## config.mk

```make
export PLATFORM = sky130hd
export DESIGN_NAME = alu4_acc_unit
export DESIGN_NICKNAME = d
export VERILOG_FILES = /design/src/rtl/alu4_pkg.sv /design/src/rtl/alu4_shift_mul.sv /design/src/rtl/alu4_acc_unit.sv
export SDC_FILE = /design/constraint.sdc
export NUM_CORES = 1
export LEC_CHECK = 0
export CORE_MARGIN = 2
export CORE_UTILIZATION = 52
export CTS_CLUSTER_DIAMETER = 200
export DETAILED_ROUTE_END_ITERATION = 10
export GPL_TIMING_DRIVEN = 0
export PLACE_DENSITY = 0.83
export SYNTH_ARGS = -nofsm -noshare
export SYNTH_HDL_FRONTEND = slang
export SYNTH_SLANG_ARGS = --single-unit
```

## constraint.sdc

```tcl
create_clock -name clk -period 3.4 [get_ports clk]
set_input_delay 0.68 -clock clk [delete_from_list [all_inputs] [get_ports clk]]
set_output_delay 0.68 -clock clk [all_outputs]
set_load 0.05 [all_outputs]
```

## src/rtl/alu4_pkg.sv

```systemverilog
// Shared opcodes, FSM state encoding and default width for the alu4 accumulator stage.
package alu4_pkg;

    localparam int DEF_WIDTH = 4;

    localparam logic [2:0] OP_LOAD = 3'b000;
    localparam logic [2:0] OP_ADD  = 3'b001;
    localparam logic [2:0] OP_SUB  = 3'b010;
    localparam logic [2:0] OP_AND  = 3'b011;
    localparam logic [2:0] OP_OR   = 3'b100;
    localparam logic [2:0] OP_XOR  = 3'b101;
    localparam logic [2:0] OP_MUL  = 3'b110;
    localparam logic [2:0] OP_RSVD = 3'b111;

    typedef enum logic [1:0] {
        IDLE = 2'd0,
        EXEC = 2'd1,
        DONE = 2'd2
    } state_t;

endpackage

```

## src/rtl/alu4_shift_mul.sv

```systemverilog
// Shift-add multiplier; only instantiated when ALU4_MUL_EN is defined.
// The first partial product is formed on start, so done pulses WIDTH-1 cycles later.
module alu4_shift_mul #(
    parameter int WIDTH = 4
) (
    input  logic               clk,
    input  logic               rst,
    input  logic               start,
    input  logic [WIDTH-1:0]   a,
    input  logic [WIDTH-1:0]   b,
    output logic [2*WIDTH-1:0] product,
    output logic               done
);

    localparam int CW = $clog2(WIDTH + 1);

    logic [2*WIDTH-1:0] prod_q;
    logic [2*WIDTH-1:0] mcand_q;
    logic [WIDTH-1:0]   mplier_q;
    logic [CW-1:0]      cnt_q;
    logic               busy_q;
    logic               done_q;

    always_ff @(posedge clk) begin
        if (rst) begin
            prod_q   <= '0;
            mcand_q  <= '0;
            mplier_q <= '0;
            cnt_q    <= '0;
            busy_q   <= 1'b0;
            done_q   <= 1'b0;
        end else begin
            done_q <= 1'b0;
            if (start) begin
                prod_q   <= b[0] ? {{WIDTH{1'b0}}, a} : '0;
                mcand_q  <= {{WIDTH{1'b0}}, a} << 1;
                mplier_q <= b >> 1;
                cnt_q    <= CW'(WIDTH - 1);
                busy_q   <= (WIDTH > 1);
                done_q   <= (WIDTH == 1);
            end else if (busy_q) begin
                if (mplier_q[0]) begin
                    prod_q <= prod_q + mcand_q;
                end
                mcand_q  <= mcand_q << 1;
                mplier_q <= mplier_q >> 1;
                cnt_q    <= cnt_q - CW'(1);
                if (cnt_q == CW'(1)) begin
                    busy_q <= 1'b0;
                    done_q <= 1'b1;
                end
            end
        end
    end

    assign product = prod_q;
    assign done    = done_q;

endmodule

```

## src/rtl/alu4_acc_unit.sv

```systemverilog
// Accumulator/execute stage of the 4-bit ALU with valid/ready on both sides.
// Define ALU4_MUL_EN to build the multi-cycle MUL opcode; otherwise opcode 110 is reserved.
module alu4_acc_unit
    import alu4_pkg::*;
#(
    parameter int WIDTH = DEF_WIDTH
) (
    input  logic             clk,
    input  logic             rst,
    input  logic             in_valid,
    output logic             in_ready,
    input  logic [2:0]       op,
    input  logic [WIDTH-1:0] operand,
    output logic             out_valid,
    input  logic             out_ready,
    output logic [WIDTH-1:0] acc,
    output logic             carry,
    output logic             zero,
    output logic             err
);

    state_t           state_q, state_d;
    logic [WIDTH-1:0] acc_q, acc_d;
    logic             carry_q, carry_d;
    logic             zero_q, zero_d;
    logic             err_q, err_d;

    logic [WIDTH:0]   sum;
    logic [WIDTH:0]   diff;

    assign sum  = {1'b0, acc_q} + {1'b0, operand};
    assign diff = {1'b0, acc_q} - {1'b0, operand};

`ifdef ALU4_MUL_EN
    logic [2*WIDTH-1:0] mul_product;
    logic               mul_done;
    logic               mul_start;

    assign mul_start = in_valid && (state_q == IDLE) && (op == OP_MUL);

    alu4_shift_mul #(.WIDTH(WIDTH)) u_mul (
        .clk     (clk),
        .rst     (rst),
        .start   (mul_start),
        .a       (acc_q),
        .b       (operand),
        .product (mul_product),
        .done    (mul_done)
    );
`endif

    always_ff @(posedge clk) begin
        if (rst) begin
            state_q <= IDLE;
            acc_q   <= '0;
            carry_q <= 1'b0;
            zero_q  <= 1'b1;
            err_q   <= 1'b0;
        end else begin
            state_q <= state_d;
            acc_q   <= acc_d;
            carry_q <= carry_d;
            zero_q  <= zero_d;
            err_q   <= err_d;
        end
    end

    // Result registers only change on the transition into DONE; everywhere else they hold.
    always_comb begin
        state_d = state_q;
        acc_d   = acc_q;
        carry_d = carry_q;
        err_d   = err_q;
        case (state_q)
            IDLE: begin
                if (in_valid) begin
                    state_d = DONE;
                    err_d   = 1'b0;
                    case (op)
                        OP_LOAD: begin
                            acc_d   = operand;
                            carry_d = 1'b0;
                        end
                        OP_ADD: begin
                            acc_d   = sum[WIDTH-1:0];
                            carry_d = sum[WIDTH];
                        end
                        OP_SUB: begin
                            acc_d   = diff[WIDTH-1:0];
                            carry_d = diff[WIDTH];
                        end
                        OP_AND: begin
                            acc_d   = acc_q & operand;
                            carry_d = 1'b0;
                        end
                        OP_OR: begin
                            acc_d   = acc_q | operand;
                            carry_d = 1'b0;
                        end
                        OP_XOR: begin
                            acc_d   = acc_q ^ operand;
                            carry_d = 1'b0;
                        end
`ifdef ALU4_MUL_EN
                        OP_MUL: begin
                            state_d = EXEC;
                            err_d   = err_q;
                        end
`endif
                        default: begin
                            err_d = 1'b1;
                        end
                    endcase
                end
            end
`ifdef ALU4_MUL_EN
            EXEC: begin
                if (mul_done) begin
                    state_d = DONE;
                    acc_d   = mul_product[WIDTH-1:0];
                    carry_d = |mul_product[2*WIDTH-1:WIDTH];
                    err_d   = 1'b0;
                end
            end
`endif
            DONE: begin
                if (out_ready) begin
                    state_d = IDLE;
                end
            end
            default: begin
                state_d = IDLE;
            end
        endcase
    end

    assign zero_d    = (acc_d == '0);
    assign in_ready  = (state_q == IDLE);
    assign out_valid = (state_q == DONE);
    assign acc       = acc_q;
    assign carry     = carry_q;
    assign zero      = zero_q;
    assign err       = err_q;

endmodule

```

# After elaboration in Yosys (flattened, before gate mapping)

Index checks and enable logic that the tools add are counted.

Output and inout port bits: 9
Memory bits (read-only): 0
Latch bits: 0
Register bits after elaboration: 9
Bits of input ports: 11
Memory bits (writable): 0
Memories: 0

Divide/modulo/power cells: 0
$add $sub $neg: 2
Order comparisons: 0
Bitwise gates (word level): 3
Reduce and logical (&&, ||, !) cells: 9
Shift-type cells: 0
Muxes and demuxes: 8
Multipliers: 0
Equality and inequality tests: 8

Operator list:

| cell               | count |
|---|---|
| $pmux 4 s6         | 1 |
| $mux 4             | 2 |
| $eq 3x2->1 const B | 2 |
| $eq 3x3->1 const B | 2 |
| $reduce_or 6->1    | 1 |
| $add 4x4->5        | 1 |
| $sub 4x4->5        | 1 |
| $and 4x4->4        | 1 |
| $logic_not 4->1    | 1 |
| $mux 2             | 2 |
| $or 4x4->4         | 1 |
| $pmux 2 s2         | 1 |
| $reduce_and 2->1   | 2 |
| $reduce_or 4->1    | 1 |
| $xor 4x4->4        | 1 |
| $eq 3x1->1 const B | 1 |
| $logic_not 3->1    | 1 |
| $pmux 1 s3         | 1 |
| $reduce_and 3->1   | 1 |
| $reduce_bool 3->1  | 1 |
| $eq 2x2->1 const B | 1 |
| $logic_not 2->1    | 1 |
| $ne 2x1->1 const B | 1 |
| $ne 2x2->1 const B | 1 |
| $mux 1             | 1 |

# Logic depth before layout (Yosys ltp)

Gate-level depths: netlist (run 1).

Word-level depth: 5
Depth in mapped cells: 8
Mapped depth without buffers: 8

# Worst setup path before layout (run 1)

No wires, ideal clock.

Kind: reg-to-reg
From: reg acc_q[0], in the netlist acc[0]
To: reg zero_q, in the netlist zero
Library setup time: 0.118 ns
Clock period less this slack: 2.476 ns
Cell stages (with the launch flop): 9
Buffers on the path: 0
Path slack: 0.924 ns
Data required time: 3.282 ns
Arrival: 2.358 ns
Path through: dfxtp_1 inv_1 ha_1 fa_1 or2_0 a211oi_1 a211oi_1 or3_1 o2111a_1

Cells in the longest elaborated chain, start to end: 5
Elaborated cells on any way between the ends: 9

Ends and longest elaborated chain:

| what                                | RTL line             | source |
|---|---|---|
| from (decl)                         | alu4_acc_unit.sv:23  | `logic [WIDTH-1:0] acc_q, acc_d;` |
| from (signal assigned)              | alu4_acc_unit.sv:55  | `acc_q <= '0;` |
| from (signal assigned)              | alu4_acc_unit.sv:61  | `acc_q <= acc_d;` |
| $sub 4x4->5 (tied with other cells) | alu4_acc_unit.sv:32  | `assign diff = {1'b0, acc_q} - {1'b0, operand};` |
| $pmux 4 s6                          | alu4_acc_unit.sv:79  | `case (op)` |
| $mux 4                              | alu4_acc_unit.sv:76  | `if (in_valid) begin` |
| $mux 4 *                            | alu4_acc_unit.sv:74  | `case (state_q)` |
| $logic_not 4->1 *                   | alu4_acc_unit.sv:137 | `assign zero_d = (acc_d == '0);` |
| to (signal assigned)                | alu4_acc_unit.sv:63  | `zero_q <= zero_d;` |
| to (decl)                           | alu4_acc_unit.sv:25  | `logic zero_q, zero_d;` |

Mark *: on every way between the ends. The rest lies on a longest branch, timed or not.
A chain may end at the register's enable or synchronous reset.

# Worst setup path after layout (run 1)

From: in operand[0]
To: reg zero_q, in the netlist zero

Cells in the longest elaborated chain, start to end: 5
Elaborated cells on any way between the ends: 9

Ends and longest elaborated chain:

| what                                | RTL line             | source |
|---|---|---|
| from (decl)                         | alu4_acc_unit.sv:13  | `input logic [WIDTH-1:0] operand,` |
| $sub 4x4->5 (tied with other cells) | alu4_acc_unit.sv:32  |  |
| $pmux 4 s6 *                        | alu4_acc_unit.sv:79  |  |
| $mux 4 *                            | alu4_acc_unit.sv:76  |  |
| $mux 4 *                            | alu4_acc_unit.sv:74  |  |
| $logic_not 4->1 *                   | alu4_acc_unit.sv:137 |  |

Marked as above.

==> impl_metrics.py, run 1 <==
metrics = {
    "yosys": {
        "synth_cells": 106,
        "synth_edf_count": 0,
        "synth_cell_types": 38,
        "synth_common_cells": "inv_1 (15), ha_1 (12), a21oi_1 (9), nor2_1 (9), dfxtp_1 (8)",
        "synth_top_area_share_pct": 18.7,
        "ys_seq_area_share_pct": 18.7,
        "ys_warn_count": 0,
        "syn-num-nets": 131,
        "ys.flop_type": "dfxtp_1",
        "syn-cell-area_sq_um": 857,
        "ys_seq_elements": 8,
        "syn_avg_cell_area_sq_um": 8.09,
        "yosysMostFrequentCell": "inv_1",
        "async_flop_share_pct": 0,
        "yosysTopAreaCell": "dfxtp_1",
        "synthTopCellsByArea": "dfxtp_1 (19%), ha_1 (18%), inv_1 (6.6%), a21oi_1 (5.3%), fa_1 (4.7%)",
    },
    "power": {
        "peakVddDrop_uv": 284,
        "fin_total_pwr_uw": 347,
        "p_per_area_nw_per_um2": 327,
        "leakagePower_nw": 0.486,
    },
    "timing": {
        "max_freq_mhz": 358,
        "slew_viol_final": 0,
        "finClkSkew_ns": 0.00504,
        "finalSetupViolCount": 0,
        "relSlewSlack_pct": 65.8,
        "fin_crit_sh_pct": 82.2,
        "fin_setup_tns_ns": 0,
        "worst_pin_slew_ns": 0.511,
        "rsz0062_at_grt": "false",
        "fin_crit_ns": 2.80,
        "hold_viol_final": 0,
    },
    "clock_tree": {
        "cts_buffers": 3,
        "clock_sinks": 8,
        "htreeDepth": 1,
        "root_buffer": "clkbuf_4",
        "post_cts_resized": 0,
        "tritoncts": "yes",
        "ctsHoldBuffers": 0,
        "ctsLongestPathBuffers": 2,
        "post_cts_buffers": 0,
        "clk_pin_slew_ns": 0.06,
        "clock_latency_ns": 0.26,
    },
    "min_path": {
        "min_from": "carry",
        "hold_class": "flip-flop to flip-flop",
    },
    "grt": {
        "grt_antenna_before_repair": 0,
        "grt_overflow": 0,
        "grt_pass1_wl_microns": 3160,
        "grt_usage_pct": 21.0,
        "grt_max_degree": 11,
        "grt_pass1_vias": 743,
    },
    "routing": {
        "via_per_inst": 5.71,
        "detailedRoute.firstIterationViolations": 14,
        "wl_per_cell_microns": 13.1,
        "routed_wl_microns": 1850,
        "firstDrtPassIters": 4,
        "ant_nets": 0,
        "drcViolationCount": 0,
        "vias": 805,
    },
    "critical_path": {
        "path_cells": "clkdlybuf4s50_1, ha_1, fa_1, mux4_2, a211oi_1, or3_1, o2111a_1",
        "reg2reg_from": "acc[0]",
        "startpoint": "operand[0]",
        "cpPeakStageDelay_ns": 0.53,
        "rrSetupSlack_ns": 1.11,
        "cp_max_fo": 4,
        "start_kind": "input port",
        "critical_path_class": "input port to flip-flop",
        "crit_slowest_cell": "clkdlybuf4s50_1",
        "crit_arrival_ns": 2.99,
        "critPathCaptureType": "flip-flop",
        "crit_required_ns": 3.60,
    },
    "run": {
        "cap_violations": 0,
    },
    "place": {
        "gp_congestion": 0.875,
        "io_buffers": 16,
        "dp_hpwl_microns": 1510,
    },
    "floorplanning": {
        "rows": 14,
        "die_y_microns": 44.6,
        "die-area_sq_um": 1990,
        "core_sq_um": 1520,
        "die_w_microns": 44.6,
        "boundaryPins": 20,
        "initial_utilization_pct": 56.2,
    },
    "layout": {
        "drive_above_1_share_pct": 8.80,
        "multi_input_area_sq_um": 596,
        "final_nets": 152,
        "diodes": 0,
        "register_area_sq_um": 160,
        "fill_cells": 137,
        "area_growth_pct": 23.7,
    },
    "status": {
        "status": "finished clean",
    },
}
==> sequential cells by signal (all words and copies together) (netlist names) <==
signal,flops
acc,4
carry,1
err,1
state_q,1
zero,1
==> per-layer routing <==
metal	share of wire (%)	GRT usage (%)	vias to the layer above
li1	-	-	403
met1	49	28.6	387
met2	47	35.7	15
met3	3.6	3.67	0
met4	0	1.82	0
met5	0	0	-
==> per-stage QoR <==
step	instances	area (sq um)	utilization, %	setup slack (ns)	hold WS [ns]
after floorplan	106	857	-	0.924	0.705
after global placement	138	1040	68.1	0.356	0.490
after detailed placement	138	1040	68.1	0.359	0.508
after CTS	141	1060	69.5	0.616	0.520
after global routing	141	1060	69.5	0.525	0.565
final	141	1060	69.5	0.604	0.515
==> cells in the final DEF, fill, tap and decap left out, types with 2 or more instances in the layout <==
| cell | n |
|---|---|
| a211oi_1 | 2 |
| a21o_1 | 3 |
| a21oi_1 | 9 |
| a22oi_1 | 2 |
| buf_2 | 3 |
| buf_6 | 2 |
| clkbuf_4 | 3 |
| clkdlybuf4s50_1 | 16 |
| dfxtp_1 | 8 |
| fa_1 | 2 |
| ha_1 | 12 |
| inv_1 | 15 |
| nand2_1 | 3 |
| nand2b_1 | 3 |
| nor2_1 | 9 |
| nor3_1 | 3 |
| nor3b_1 | 3 |
| o211ai_1 | 2 |
| o21ai_0 | 2 |
| o21ai_1 | 2 |
| xor2_1 | 2 |
==> cell type report <==
cell class / count / share of cell area [%]
Timing Repair Buffer: 16 / 15.1
Multi-Input combinational cell: 76 / 56.2
Buffer: 6 / 3.90
Sequential cell: 8 / 15.1
Inverter: 16 / 5.67
Tap cell: 16 / 1.89
Clock buffer: 3 / 2.13
==> cell families after synthesis <==
kind of cell / count (synthesis) / share of synthesized area (%)
buffers and inverters: 22 / 11.8
flip-flops: 8 / 18.7
XOR/XNOR: 3 / 3.07
multiplexers: 2 / 3.94
AO/OA/AOI/OAI: 32 / 25.5
adder cells (fa/ha/maj): 14 / 22.2
AND/OR/NAND/NOR: 25 / 14.7
==> path summary, 6_finish.rpt <==
path                            depth (start not counted)     to
worst max register to register                          8   zero
worst min-delay path                                    2  carry
worst min register to register                          2  carry
worst max-delay path                                    7   zero
==> power by group <==
group          switching (mW)  total (mW)  internal (mW)
sequential            0.00824       0.111          0.103
combinational          0.0946       0.163         0.0683
clock                  0.0327      0.0731         0.0404
==> worst max-delay path: cells and delay by family <==
family	cells	cell delay [ns]
AO/OA/AOI/OAI	2	0.49
multiplexers	1	0.46
adder cells (fa/ha/maj)	2	0.64
AND/OR/NAND/NOR	1	0.20
buffers and inverters	1	0.53
(Power assumes the default switching activity.)
==> inputs of run 2 (changes only) <==
--- a/config.mk
+++ b/config.mk
@@ -6,11 +6,11 @@
 export NUM_CORES = 1
 export LEC_CHECK = 0
 export CORE_MARGIN = 2
-export CORE_UTILIZATION = 52
+export CORE_UTILIZATION = 49
 export CTS_CLUSTER_DIAMETER = 200
 export DETAILED_ROUTE_END_ITERATION = 10
 export GPL_TIMING_DRIVEN = 0
-export PLACE_DENSITY = 0.83
+export PLACE_DENSITY = 0.79
 export SYNTH_ARGS = -nofsm -noshare
 export SYNTH_HDL_FRONTEND = slang
 export SYNTH_SLANG_ARGS = --single-unit
==> constraint.sdc (replaced) <==
create_clock -name clk -period 2.8 [get_ports clk]
set_input_delay 0.56 -clock clk [delete_from_list [all_inputs] [get_ports clk]]
set_output_delay 0.56 -clock clk [all_outputs]
set_load 0.05 [all_outputs]
==> impl_metrics.py, run 2 (synthesis gave the netlist of run 1 again) <==
metrics = {
    "status": {
        "status": "finished clean",
    },
    "floorplanning": {
        "boundaryPins": 20,
        "core_sq_um": 1690,
        "initial_utilization_pct": 50.7,
        "die-area_sq_um": 2100,
        "die_y_microns": 45.8,
        "rows": 15,
        "die_w_microns": 45.8,
    },
    "timing": {
        "fin_crit_sh_pct": 95.3,
        "finalSetupViolCount": 0,
        "max_freq_mhz": 375,
        "worst_pin_slew_ns": 0.511,
        "holdWs_ns": 0.509,
        "setup_ws_ns": 0.133,
        "finClkSkew_ns": 0.00371,
        "rsz0062_at_grt": "false",
        "hold_viol_final": 0,
        "fin_crit_ns": 2.67,
        "slew_viol_final": 0,
        "relSlewSlack_pct": 65.8,
    },
    "critical_path": {
        "cpPeakStageDelay_ns": 0.54,
        "reg2reg_from": "acc[0]",
        "crit_arrival_ns": 2.80,
        "crit_slowest_cell": "clkdlybuf4s50_1",
        "critical_path_class": "input port to flip-flop",
        "timing.rr.end": "zero",
        "critical_path.top_delay_family": "adder cells",
        "startpoint": "operand[0]",
        "cp_max_fo": 4,
        "crit_buf_inv": 1,
        "critPathCaptureType": "flip-flop",
        "reg2reg_depth": 8,
        "crit_top_cell": "a211oi_1",
        "crit_cells": 8,
        "start_kind": "input port",
        "rrSetupSlack_ns": 0.50,
        "critPathCapture": "zero",
        "crit_required_ns": 2.94,
        "path_cells": "clkdlybuf4s50_1, ha_1, fa_1, or2_0, a211oi_1, a211oi_1, or3_1, o2111a_1",
    },
    "clock_tree": {
        "root_buffer": "clkbuf_4",
        "clk_pin_slew_ns": 0.05,
        "clock_latency_ns": 0.25,
        "htreeDepth": 1,
        "cts_buffers": 3,
        "post_cts_resized": 0,
        "tritoncts": "yes",
        "ctsLongestPathBuffers": 2,
        "clock_sinks": 8,
        "ctsHoldBuffers": 0,
        "post_cts_buffers": 0,
    },
    "layout": {
        "final_common_cell": "clkdlybuf4s50_1",
        "area_growth_pct": 23.8,
        "drive_above_1_share_pct": 8.80,
        "diodes": 0,
        "fill_cells": 156,
        "final_nets": 152,
        "final_cell_mix": "clkdlybuf4s50_1 (16), inv_1 (15), ha_1 (12), nor2_1 (9), a21oi_1 (9)",
        "largest_reg_flops": 4,
    },
    "power": {
        "peakVddDrop_uv": 290,
        "leakagePower_nw": 0.486,
        "p_per_area_nw_per_um2": 394,
    },
    "place": {
        "gp_congestion": 0.868,
        "io_buffers": 16,
        "pre_cts_ws_ns": -0.133,
        "dp_hpwl_microns": 1570,
    },
    "grt": {
        "grt_max_degree": 11,
        "grt_usage_pct": 20.5,
        "grt_overflow": 0,
        "grt_pass1_wl_microns": 3220,
        "grt_antenna_before_repair": 0,
        "grt_pass1_vias": 744,
    },
    "min_path": {
        "hold_class": "flip-flop to flip-flop",
        "min_from": "err",
    },
    "routing": {
        "drcViolationCount": 0,
        "via_per_inst": 5.59,
        "wl_per_cell_microns": 13.4,
        "firstDrtPassIters": 4,
        "routed_wl_microns": 1900,
        "ant_nets": 0,
        "detailedRoute.firstIterationViolations": 25,
        "vias": 794,
    },
    "run": {
        "cap_violations": 0,
    },
}
## run 2: cell type report
class	count	area, sq um	share of cell area, %
multi-input cells	76	596	56.1
flip-flops and latches	8	160	15.1
repair buffers	16	160	15.1
inverters	16	60.1	5.66
plain buffers	6	41.3	3.89
clock buffers	3	22.5	2.12
well taps	17	21.3	2.00
## run 2: power breakdown
part           internal, mW  leakage [nW]  switching, mW
clock                0.0488        0.0138         0.0356
combinational        0.0829         0.406          0.116
sequential            0.125        0.0662        0.00982
total                 0.257         0.486          0.162
## run 2: worst reg2reg max path: cells and delay by family, from the launching register on
| family | cells | cell delay, ns |
|---|---|---|
| simple gates | 2 | 0.61 |
| fa+ha+maj | 2 | 0.64 |
| flops | 1 | 0.38 |
| buf+inv | 1 | 0.08 |
| compound gates | 3 | 0.46 |
## run 2: routing by layer
layer	track usage, %	part of all wire (%)	vias up
li1	-	-	402
met1	27.4	47	368
met2	35.5	50	22
met3	4.76	3.2	2
met4	0	0.21	0
met5	0	0	-
## run 2: worst min path at each step
stage	end	slack [ns]	cells after the start
3_5_place_dp	state_q[1]	0.50	2
5_1_grt	err	0.53	2
6_report	err	0.51	2
3_3_place_gp	state_q[1]	0.49	2
2_1_floorplan	state_q[1]	0.63	1
4_1_cts	err	0.51	2
## run 2: through the flow
stage | util, % | setup TNS [ns] | area, sq um | power [mW] | std cells
finish | 62.8 | 0 | 1060 | 0.418 | 142
global route | 62.8 | 0 | 1060 | 0.451 | 142
CTS | 62.8 | 0 | 1060 | 0.422 | 142
detailed placement | 61.5 | -0.148 | 1040 | 0.335 | 139
global placement | 61.5 | -0.121 | 1040 | 0.331 | 139
floorplan | - | 0 | 857 | 0.276 | 106
==> inputs of run 3 (changes only) <==
--- a/config.mk
+++ b/config.mk
@@ -6,11 +6,12 @@
 export NUM_CORES = 1
 export LEC_CHECK = 0
 export CORE_MARGIN = 2
-export CORE_UTILIZATION = 49
+export CORE_UTILIZATION = 61
 export CTS_CLUSTER_DIAMETER = 200
 export DETAILED_ROUTE_END_ITERATION = 10
+export DONT_BUFFER_PORTS = 1
 export GPL_TIMING_DRIVEN = 0
-export PLACE_DENSITY = 0.79
+export PLACE_DENSITY = 0.77
 export SYNTH_ARGS = -nofsm -noshare
 export SYNTH_HDL_FRONTEND = slang
 export SYNTH_SLANG_ARGS = --single-unit
==> impl_metrics.py, run 3 (synthesis gave the netlist of run 1 again) <==
metrics = {
    "timing": {
        "slew_viol_final": 0,
        "finalSetupViolCount": 0,
        "holdWs_ns": 0.370,
        "worst_pin_slew_ns": 0.701,
        "relSlewSlack_pct": 53.2,
        "fin_setup_tns_ns": 0,
        "max_freq_mhz": 380,
        "fin_crit_ns": 2.63,
        "hold_viol_final": 0,
        "finClkSkew_ns": 0.00544,
        "rsz0062_at_grt": "false",
        "fin_crit_sh_pct": 94.1,
    },
    "power": {
        "power_switching_uw": 151,
        "p_comb_share_pct": 32.6,
        "leakagePower_nw": 0.426,
        "clockPowerShare_pct": 22.0,
        "p_per_area_nw_per_um2": 425,
        "p_seq_share_pct": 45.4,
        "internal-power_uw": 231,
        "peakVddDrop_uv": 296,
        "sw_frac_of_total_pct": 39.6,
    },
    "routing": {
        "wl_per_cell_microns": 13.3,
        "detailedRoute.firstIterationViolations": 14,
        "ant_nets": 0,
        "firstDrtPassIters": 4,
        "drcViolationCount": 0,
        "via_per_inst": 5.67,
        "vias": 703,
        "routed_wl_microns": 1650,
    },
    "layout": {
        "diodes": 0,
        "register_area_sq_um": 161,
        "final_common_cell": "inv_1",
        "final_cell_mix": "inv_1 (15), ha_1 (12), nor2_1 (9), a21oi_1 (9), dfxtp_1 (7)",
        "final_util_pct": 69.1,
        "area_growth_pct": 4.96,
        "final_nets": 136,
        "fill_cells": 114,
        "multi_input_area_sq_um": 596,
        "largest_reg_flops": 4,
        "stdcell_area_sq_um": 900,
        "drive_above_1_share_pct": 11.0,
        "fin_cells": 124,
    },
    "critical_path": {
        "crit_slowest_cell": "dfxtp_1",
        "critPathCaptureType": "flip-flop",
        "cpPeakStageDelay_ns": 0.77,
        "critical_path_class": "flip-flop to flip-flop",
        "crit_top_cell": "a211oi_1",
        "reg2reg_depth": 7,
        "cp_max_fo": 6,
        "path_cells": "inv_1, fa_1, or2_0, a211oi_1, a211oi_1, or3_1, o2111a_1",
        "crit_arrival_ns": 2.77,
        "rrSetupSlack_ns": 0.17,
        "crit_required_ns": 2.94,
        "start_kind": "flip-flop",
    },
    "floorplanning": {
        "initial_utilization_pct": 65.9,
        "rows": 13,
        "boundaryPins": 20,
        "core_sq_um": 1300,
        "die_y_microns": 41.5,
        "die-area_sq_um": 1720,
        "die_w_microns": 41.5,
    },
    "clock_tree": {
        "clock_latency_ns": 0.25,
        "clk_pin_slew_ns": 0.05,
        "post_cts_buffers": 0,
        "root_buffer": "clkbuf_4",
        "ctsLongestPathBuffers": 2,
        "post_cts_resized": 0,
        "clock_sinks": 8,
        "htreeDepth": 1,
        "ctsHoldBuffers": 0,
        "tritoncts": "yes",
        "cts_buffers": 3,
    },
    "min_path": {
        "hold_class": "input port to flip-flop",
        "holdPathStages": 1,
    },
    "grt": {
        "grt_pass1_vias": 721,
        "grt_max_degree": 11,
        "grt_antenna_before_repair": 0,
        "grt_overflow": 0,
        "grt_usage_pct": 21.4,
        "grt_pass1_wl_microns": 2930,
    },
    "place": {
        "gp_congestion": 0.874,
        "placed_area_sq_um": 876,
        "dp.cells": 121,
        "io_buffers": 0,
        "dp_hpwl_microns": 1370,
    },
    "run": {
        "cap_violations": 0,
    },
    "status": {
        "status": "finished clean",
    },
}
-- run 3: cell types whose count changed in the layout (fill, tap and decap cells not counted) --
cell             change
clkdlybuf4s50_1     -16
dfxtp_1              -1
dfxtp_2              +1
-- run 3: layer usage --
metal,GRT usage [%],vias up,share of wire [%]
met5,0,-,0
met4,7.74,0,0.85
met3,3.04,2,3.3
met2,37.8,15,49
met1,26.0,315,46
li1,-,371,-
-- run 3: stage by stage --
step | setup WS (ns) | power, mW
2_1_floorplan | 0.324 | 0.276
3_3_place_gp | 0.146 | 0.297
3_5_place_dp | 0.116 | 0.300
4_1_cts | 0.0952 | 0.387
5_1_grt | 0.0177 | 0.409
6_report | 0.166 | 0.382
-- run 3: worst max-delay path, delay by kind of cell, from the launching register on --
kind	cells	cell delay, ns
adder cells (fa/ha/maj)	1	0.49
AND/OR/NAND/NOR	2	0.59
AO/OA/AOI/OAI	3	0.49
buffers and inverters	1	0.18
flip-flops	1	0.77
-- run 3: worst paths after layout --
kind,start,endpoint
min reg2reg,state_q[1],state_q[1]
min,rst,state_q[1]
max,acc[1],zero
max reg2reg,acc[1],zero
-- run 3: final cells by class --
| cell class | count | share of cell area (%) |
|---|---|---|
| inverter | 16 | 6.68 |
| tap | 15 | 2.09 |
| buffer | 6 | 4.59 |
| clock buffer | 3 | 2.50 |
| sequential | 8 | 17.9 |
| multi-input combinational | 76 | 66.2 |
-- run 3: power by group through the flow --
stage	clock network [mW]	registers [mW]	logic, mW
finish	0.0842	0.173	0.124
global route	0.0922	0.175	0.142
CTS	0.0883	0.173	0.125
detailed placement	0	0.175	0.125
global placement	0	0.175	0.121
floorplan	0	0.172	0.103
